<file path="config.mk">
export PLATFORM = sky130hd
export DESIGN_NAME = io_bus_ctrl
export DESIGN_NICKNAME = d
export VERILOG_FILES = /design/src/rtl/io_bus_pkg.sv /design/src/rtl/io_bus_stats.sv /design/src/rtl/io_bus_ctrl.sv
export SDC_FILE = /design/constraint.sdc
export NUM_CORES = 1
export LEC_CHECK = 0
export CORE_UTILIZATION = 37
export DETAILED_ROUTE_END_ITERATION = 16
export GPL_ROUTABILITY_DRIVEN = 0
export PLACE_DENSITY = 0.8
export SYNTH_ARGS = -nofsm -noshare
export SYNTH_HDL_FRONTEND = slang
export SYNTH_SLANG_ARGS = --single-unit
</file>
<file path="constraint.sdc">
create_clock -name clk -period 3.85 [get_ports clk]
set_input_delay 0.9625 -clock clk [delete_from_list [all_inputs] [get_ports clk]]
set_output_delay 0.9625 -clock clk [all_outputs]
set_load 0.02 [all_outputs]
</file>
<file path="src/rtl/io_bus_pkg.sv">
// Shared types and constants for the IO-bus controller (io_bus_ctrl) and its
// optional statistics block.
package io_bus_pkg;

    typedef enum logic [1:0] {
        IDLE = 2'd0,
        BUSY = 2'd1,
        DONE = 2'd2
    } state_t;

    localparam logic [7:0] DBG_SEL_DECERR = 8'hFF;
    localparam logic [7:0] DBG_SEL_STATUS = 8'hFE;

    // Error read pattern; sliced to DATA_W by users (DATA_W <= 256).
    localparam int MAX_DATA_W = 256;
    localparam logic [MAX_DATA_W-1:0] ERR_DATA = '1;

endpackage

</file>
<file path="src/rtl/io_bus_stats.sv">
// Per-channel transaction/timeout counters, decode-error counter and the
// registered debug readout mux for io_bus_ctrl (built with IO_BUS_STATS_EN).
module io_bus_stats
    import io_bus_pkg::*;
#(
    parameter int NUM_CH = 4,
    parameter int CH_W   = 2
) (
    input  logic            clk,
    input  logic            rst,
    input  state_t          state,
    input  logic [CH_W-1:0] ch,
    input  logic            err,
    input  logic            dec_err,
    input  logic [7:0]      dbg_sel,
    output logic [31:0]     dbg_data
);

    logic [15:0] txns   [NUM_CH];
    logic [7:0]  touts  [NUM_CH];
    logic [15:0] decerrs;
    logic        err_sticky;
    logic [31:0] dbg_next;
    logic        done;

    assign done = (state == DONE);

    // All counters saturate rather than wrap.
    always_ff @(posedge clk or posedge rst) begin
        if (rst) begin
            for (int c = 0; c < NUM_CH; c++) begin
                txns[c]  <= '0;
                touts[c] <= '0;
            end
            decerrs    <= '0;
            err_sticky <= 1'b0;
            dbg_data   <= '0;
        end else begin
            for (int c = 0; c < NUM_CH; c++) begin
                if (done && !dec_err && ch == CH_W'(c)) begin
                    if (!err && txns[c] != 16'hFFFF) txns[c] <= txns[c] + 16'd1;
                    if (err && touts[c] != 8'hFF) touts[c] <= touts[c] + 8'd1;
                end
            end
            if (done && dec_err && decerrs != 16'hFFFF) decerrs <= decerrs + 16'd1;
            if (done && err) err_sticky <= 1'b1;
            dbg_data <= dbg_next;
        end
    end

    always_comb begin
        dbg_next = '0;
        if (dbg_sel == DBG_SEL_DECERR) begin
            dbg_next = {16'b0, decerrs};
        end else if (dbg_sel == DBG_SEL_STATUS) begin
            dbg_next = {28'b0, 1'b0, state, err_sticky};
        end else begin
            for (int c = 0; c < NUM_CH; c++) begin
                if (dbg_sel == 8'(c)) dbg_next = {touts[c], 8'b0, txns[c]};
            end
        end
    end

endmodule

</file>
<file path="src/rtl/io_bus_ctrl.sv">
// IO-bus controller: decodes CPU IO accesses onto NUM_CH peripheral channels
// with req/ack wait states and timeout. Optional statistics: IO_BUS_STATS_EN.
module io_bus_ctrl
    import io_bus_pkg::*;
#(
    parameter int ADDR_W  = 8,
    parameter int DATA_W  = 32,
    parameter int NUM_CH  = 4,
    parameter int TIMEOUT = 15
) (
    input  logic                     clk,
    input  logic                     rst,
    input  logic [ADDR_W-1:0]        io_addr,
    input  logic [DATA_W-1:0]        io_dout,
    input  logic                     io_we,
    input  logic                     io_rd,
    output logic [DATA_W-1:0]        io_din,
    output logic                     io_stall,
    output logic                     io_err,
    output logic [NUM_CH-1:0]        per_req,
    output logic                     per_we,
    output logic [ADDR_W-(NUM_CH > 1 ? $clog2(NUM_CH) : 1)-1:0] per_addr,
    output logic [DATA_W-1:0]        per_wdata,
    input  logic [NUM_CH-1:0]        per_ack,
    input  logic [NUM_CH*DATA_W-1:0] per_rdata,
    input  logic [7:0]               dbg_sel,
    output logic [31:0]              dbg_data
);

    localparam int CH_W  = (NUM_CH > 1) ? $clog2(NUM_CH) : 1;
    localparam int OFF_W = ADDR_W - CH_W;
    localparam logic [CH_W:0]     NUM_CH_L = (CH_W + 1)'(NUM_CH);
    localparam logic [7:0]        TO_LAST  = 8'(TIMEOUT - 1);
    localparam logic [DATA_W-1:0] ERR_D    = ERR_DATA[DATA_W-1:0];

    state_t            state;
    logic [CH_W-1:0]   ch_q;
    logic [7:0]        cnt;
    logic              dec_err_q;
    logic              request;
    logic [CH_W-1:0]   ch_in;
    logic              dec_err_in;
    logic [NUM_CH-1:0] onehot_in;
    logic              ack_sel;
    logic [DATA_W-1:0] rdata_sel;

    assign request    = io_we | io_rd;
    assign ch_in      = io_addr[ADDR_W-1 -: CH_W];
    assign dec_err_in = ({1'b0, ch_in} >= NUM_CH_L);
    assign io_stall   = (state == BUSY) || (state == IDLE && request);

    always_comb begin
        onehot_in = '0;
        ack_sel   = 1'b0;
        rdata_sel = '0;
        for (int c = 0; c < NUM_CH; c++) begin
            if (ch_in == CH_W'(c)) onehot_in[c] = 1'b1;
            if (ch_q == CH_W'(c)) begin
                ack_sel   = per_ack[c];
                rdata_sel = per_rdata[c*DATA_W +: DATA_W];
            end
        end
    end

    // Handshake: per_req[ch] is raised on entry to BUSY and held until the
    // cycle after per_ack[ch] is sampled high (or the timeout fires); the
    // peripheral may hold per_ack for any number of cycles, acks from other
    // channels are ignored, and per_* fields are only meaningful while
    // per_req is high.
    always_ff @(posedge clk or posedge rst) begin
        if (rst) begin
            state     <= IDLE;
            ch_q      <= '0;
            cnt       <= '0;
            dec_err_q <= 1'b0;
            io_din    <= '0;
            io_err    <= 1'b0;
            per_req   <= '0;
            per_we    <= 1'b0;
            per_addr  <= '0;
            per_wdata <= '0;
        end else begin
            case (state)
                IDLE: begin
                    io_err <= 1'b0;
                    if (request) begin
                        ch_q      <= ch_in;
                        dec_err_q <= dec_err_in;
                        if (dec_err_in) begin
                            state  <= DONE;
                            io_din <= ERR_D;
                            io_err <= 1'b1;
                        end else begin
                            state     <= BUSY;
                            cnt       <= '0;
                            per_req   <= onehot_in;
                            per_we    <= io_we;
                            per_addr  <= io_addr[OFF_W-1:0];
                            per_wdata <= io_dout;
                        end
                    end
                end
                BUSY: begin
                    if (ack_sel || cnt == TO_LAST) begin
                        state     <= DONE;
                        io_din    <= ack_sel ? (per_we ? '0 : rdata_sel) : ERR_D;
                        io_err    <= !ack_sel;
                        per_req   <= '0;
                        per_we    <= 1'b0;
                        per_addr  <= '0;
                        per_wdata <= '0;
                    end else begin
                        cnt <= cnt + 8'd1;
                    end
                end
                DONE: begin
                    io_err <= 1'b0;
                    state  <= IDLE;
                end
                default: state <= IDLE;
            endcase
        end
    end

`ifdef IO_BUS_STATS_EN
    io_bus_stats #(
        .NUM_CH (NUM_CH),
        .CH_W   (CH_W)
    ) u_stats (
        .clk      (clk),
        .rst      (rst),
        .state    (state),
        .ch       (ch_q),
        .err      (io_err),
        .dec_err  (dec_err_q),
        .dbg_sel  (dbg_sel),
        .dbg_data (dbg_data)
    );
`else
    logic unused_dbg;
    assign unused_dbg = ^{dbg_sel, dec_err_q};
    assign dbg_data   = '0;
`endif

endmodule

</file>
[Yosys cells after proc, flatten, opt, wreduce, memory -nomap -nowiden]
Cells that the tools add are included.
Cells by class
  eq/ne operators: 12
  add/subtract/negate cells: 1
  reduce and logical (&&, ||, !) cells: 16
  bitwise gates (word level): 1
  multiplexer cells: 34
Operators by type and width (count)
  $mux 32: 8
  $pmux 32 s2: 1
  $mux 8: 2
  $pmux 8 s2: 1
  $mux 6: 2
  $pmux 6 s2: 1
  $mux 1: 11
  $eq 2x2->1 const B: 5
  $add 8x1->8 const B: 1
  $eq 8x4->1 const B: 1
  $mux 4: 2
  $pmux 4 s2: 1
  $reduce_and 2->1: 4
  $eq 2x1->1 const B: 3
  $logic_not 2->1: 3
  $reduce_and 3->1: 2
  $mux 2: 2
  $ne 2x2->1 const B: 2
  $pmux 1 s2: 2
  $pmux 2 s2: 1
  $reduce_bool 2->1: 2
  $logic_or 1x1->1: 2
  $ne 2x1->1 const B: 1
  $reduce_or 2->1: 1
  3 further kinds: 3
Storage, ports and cells
  word-level logic and storage cells: 73
  output and inout bits: 109
  register bits after elaboration: 88

[Logic depth before layout (Yosys ltp)]
  word-level depth: 8
  mapped depth: 7
  gate-level depth less buffers: 5

[Least setup slack after synthesis]
Ideal clock, no wire load.
  kind: input -> output
  start: in io_rd
  end: out io_stall
  stages: 4
  arrival time: 1.605 ns
  buffers on the path: 1
  data required time: 2.888 ns
  setup slack: 1.283 ns
  path through: nor3_1 -> or2_2 -> clkbuf_1 -> inv_1
Between the ends
  word-level cells in the longest chain between the ends: 3
RTL lines
  start, declared: RTL line io_bus_ctrl.sv:16  | input logic io_rd,
  $or 1x1->1: RTL line io_bus_ctrl.sv:47  | assign request = io_we | io_rd;
  $logic_and 1x1->1: RTL line io_bus_ctrl.sv:50  | assign io_stall = (state == BUSY) || (state == IDLE && request);
  $logic_or 1x1->1: RTL line io_bus_ctrl.sv:50
  end, declared: RTL line io_bus_ctrl.sv:18  | output logic io_stall,
Every way passes these cells.

[Worst setup path in the final report]
  start: in io_we
  end: out io_stall
Between the ends
  word-level cells in the longest chain between the ends: 3
RTL lines
  start, declared: RTL line io_bus_ctrl.sv:15  | input logic io_we,
  $or 1x1->1: RTL line io_bus_ctrl.sv:47
  $logic_and 1x1->1: RTL line io_bus_ctrl.sv:50
  $logic_or 1x1->1: RTL line io_bus_ctrl.sv:50
Every way passes these cells.

==> summary.json <==
{
  "synth_enable_flop_cells": 0,
  "p_seq_share_pct": 28.0,
  "final_design_area_no_fill_um2": 7450,
  "timing.final.hold_violations": 0,
  "clock_tree_from_tritoncts": "yes",
  "floorplan.rows": 40,
  "power.switching_mw": 2.09,
  "outcome": "completed",
  "synth.avg_cell_area_um2": 12.9,
  "hold_path_class": "reg -> reg",
  "synth_async_sr_flop_share_pct": 100,
  "drtIter0Drc": 202,
  "cp-end-kind": "output port",
  "worst_ep_required_time_ps": 2890,
  "ys_top_cells_by_count": "sky130_fd_sc_hd__dfrtp_1 (88), sky130_fd_sc_hd__a22o_1 (39), sky130_fd_sc_hd__nand2b_1 (38)",
  "cap_viol_max_count": 0,
  "area_occupied_by_multi_input_gates_um2": 2130,
  "synth_seq_area_share_pct": 47.7,
  "pre_antenna_drt_iters": 4,
  "final.setup.worst_slack_ps": 189,
  "power_density_nw_per_um2": 734,
  "largest_net_degree_at_the_start_of_global_routing": 46,
  "antenna_found_initial": 1,
  "buffer_ports.inserted": 252,
  "yosysTopAreaCell": "sky130_fd_sc_hd__dfrtp_1",
  "cts_resized": 0,
  "globalRouteOverflowTotal": 0,
  "clk-insertion-delay-late_ps": 330,
  "yosys.cell_count.top_type": "sky130_fd_sc_hd__dfrtp_1",
  "die-area_um2": 12900,
  "finalSetupTns_ps": 0,
  "start_util_pct": 38.2,
  "whs_ps": 490,
  "yosys.area.top_type_share_pct": 47.7,
  "detail_route.wirelength_um": 14300,
  "r2r_setup_slack_ps": 1490,
  "routed_antenna_nets": 0,
  "critPathMaxStageDelay_ps": 630,
  "worstPathCellList": "clkdlybuf4s50_1 -> nor3_1 -> or2_2 -> inv_1 -> clkdlybuf4s50_1",
  "min_period_over_period_pct": 95.1,
  "die_height_um": 114,
  "cts_hold_buf": 0,
  "synthCells": 358,
  "drc": 0,
  "achievable-frequency_mhz": 273,
  "cts_clock_pin_slew_for_the_worst_setup_and_hold_paths_ps": 70,
  "dpl.hpwl_um": 10800,
  "dr_total_vias": 3981,
  "grt_pass1_wl_um": 22100,
  "worst_slew_margin_rel_pct": 46.1,
  "total_power_mw": 5.47,
  "critPathMostFrequentCell": "sky130_fd_sc_hd__clkdlybuf4s50_1",
  "drive_gt1_share_pct": 10.9,
  "num-nets-final": 784,
  "synth.distinct_cells": 37,
  "fp.coreArea_um2": 12100,
  "worst-slew-pin-transition_ps": 808,
  "synthFlopType": "sky130_fd_sc_hd__dfrtp_1",
  "grt_pass1_vias": 4156,
  "power.share.combinational_pct": 55.8,
  "fillCellCount": 961,
  "regArea_um2": 2200,
  "finalMaxSlewViolations": 0,
  "postPlaceCellArea_um2": 7150,
  "critPathKind": "in -> out",
  "signed_area_change_from_the_synthesized_netlist_to_the_final_layout_pct": 61.6,
  "cellInternalPower_mw": 3.38,
  "kind_of_start_point_of_the_critical_path": "primary input",
  "synth_area_leaders": "sky130_fd_sc_hd__dfrtp_1 (48%), sky130_fd_sc_hd__mux4_2 (16%), sky130_fd_sc_hd__a22o_1 (7.4%)",
  "setup_viol": 0,
  "ys_warn_count": 0,
  "avgViaCountPerCell": 5.16,
  "finClkSkew_ps": 8.95,
  "wire_per_inst_um": 18.5,
  "clockBufferDepth": 2,
  "sw_frac_of_total_pct": 38.2,
  "critical_path_arrival_ps": 2700,
  "worst_vdd_drop_v": 0.000467,
  "grt_use_total_pct": 22.1,
  "top_level_ports": 293,
  "synth-seq-cells": 88,
  "share_clk_of_total_power_pct": 16.2,
  "chipWidth_um": 114,
  "cts.htree.levels": 3,
  "post_cts.repair.setup_buffers": 0,
  "critical_path.max_fanout": 6,
  "post_synth_instance_area_um2": 4610,
  "post-route-min-period_ps": 3660,
  "dp_worst_setup_slack_ps": 216,
  "tritoncts.num_buffers": 9,
  "clock-sinks": 88,
  "cts-root-buf": "sky130_fd_sc_hd__clkbuf_16",
  "crit_path_top_delay_cell": "sky130_fd_sc_hd__clkdlybuf4s50_1",
  "leakagePower_nw": 3.10,
  "unrepaired_setup_endpoints_after_global_routing": "no"
}
## metal layers
metal	global-route usage (%)	vias up	share of wire, %
li1	-	1778	-
met1	26.3	2009	39
met2	39.5	171	53
met3	4.73	23	5.9
met4	7.19	0	2.0
met5	0	-	0
## path summary, 6_finish.rpt
path                                        start                   endpoint  depth (start not counted)
setup / recovery                            io_we                   io_stall                          5
hold / removal             per_req[3]$_DFFE_PP0P_     per_req[3]$_DFFE_PP0P_                          1
setup reg to reg              ch_q[1]$_DFFE_PP0P_  per_wdata[16]$_DFFE_PP0P_                          6
hold reg to reg            per_req[3]$_DFFE_PP0P_     per_req[3]$_DFFE_PP0P_                          1
max in group asynchronous                     rst        ch_q[0]$_DFFE_PP0P_                          3
min in group asynchronous                     rst  per_wdata[26]$_DFFE_PP0P_                          2
## metrics by stage
step | cells | utilization, %
detailed placement | 755 | 59.3
global placement | 755 | 59.3
finish | 772 | 61.8
CTS | 771 | 61.8
floorplan | 389 | -
global route | 772 | 61.8
## flip-flops by register name (all words and copies together), names as in the netlist
signal,cells
io_din,32
per_wdata,32
cnt,8
per_addr,6
per_req,4
ch_q,2
state,2
io_err,1
per_we,1
## critical path: cells and delay by family
| family | cells | cell delay [ps] |
|---|---|---|
| buffers and inverters | 3 | 1310 |
| and+or+nand+nor | 2 | 420 |
## cells by family (layout without fill, tap and decap cells)
family | after synthesis | count (layout) | synth area share, %
and+or+nand+nor | 80 | 80 | 9.98
muxes | 42 | 42 | 18.1
buffers and inverters | 66 | 280 | 8.71
AOI/OAI and AO/OA | 79 | 79 | 14.8
adders and majority gates | 2 | 2 | 0.542
DFF | 88 | 88 | 47.7
other | 1 | 33 | 0.0813
## cell type report
| class | instances | area share [%] |
|---|---|---|
| flip-flops and latches | 88 | 29.6 |
| multi-input cells | 235 | 28.5 |
| inverters | 4 | 0.218 |
| clock inverters | 7 | 1.02 |
| diodes | 1 | 0.0336 |
| repair buffers | 260 | 34.8 |
| well taps | 168 | 2.82 |
| clock buffers | 9 | 3.02 |
## cell usage in the layout (no fill, tap or decap), types with 3 or more instances in the layout
cell,synthesis,layout
sky130_fd_sc_hd__conb_1,1,32
sky130_fd_sc_hd__clkdlybuf4s50_1,0,252
sky130_fd_sc_hd__mux2i_1,6,6
sky130_fd_sc_hd__nand2b_1,38,38
sky130_fd_sc_hd__inv_1,4,3
sky130_fd_sc_hd__mux4_2,33,33
sky130_fd_sc_hd__inv_6,0,3
sky130_fd_sc_hd__dfrtp_1,88,87
sky130_fd_sc_hd__nor3_1,3,3
sky130_fd_sc_hd__nor4_1,5,5
sky130_fd_sc_hd__mux2_2,3,3
sky130_fd_sc_hd__nand2_1,15,15
sky130_fd_sc_hd__clkbuf_16,0,9
sky130_fd_sc_hd__a22o_1,39,39
sky130_fd_sc_hd__nand4_1,6,6
sky130_fd_sc_hd__a2bb2oi_1,32,32
sky130_fd_sc_hd__buf_4,36,7
## power groups by stage
stage	sequential [mW]	combinational [mW]	clock, mW
after floorplan	1.93	1.54	0
after global placement	1.53	3.01	0
after detailed placement	1.54	3.08	0
after CTS	1.53	3.09	0.912
after global routing	1.58	3.26	0.941
final	1.53	3.05	0.885
(Power assumes the default switching activity.)
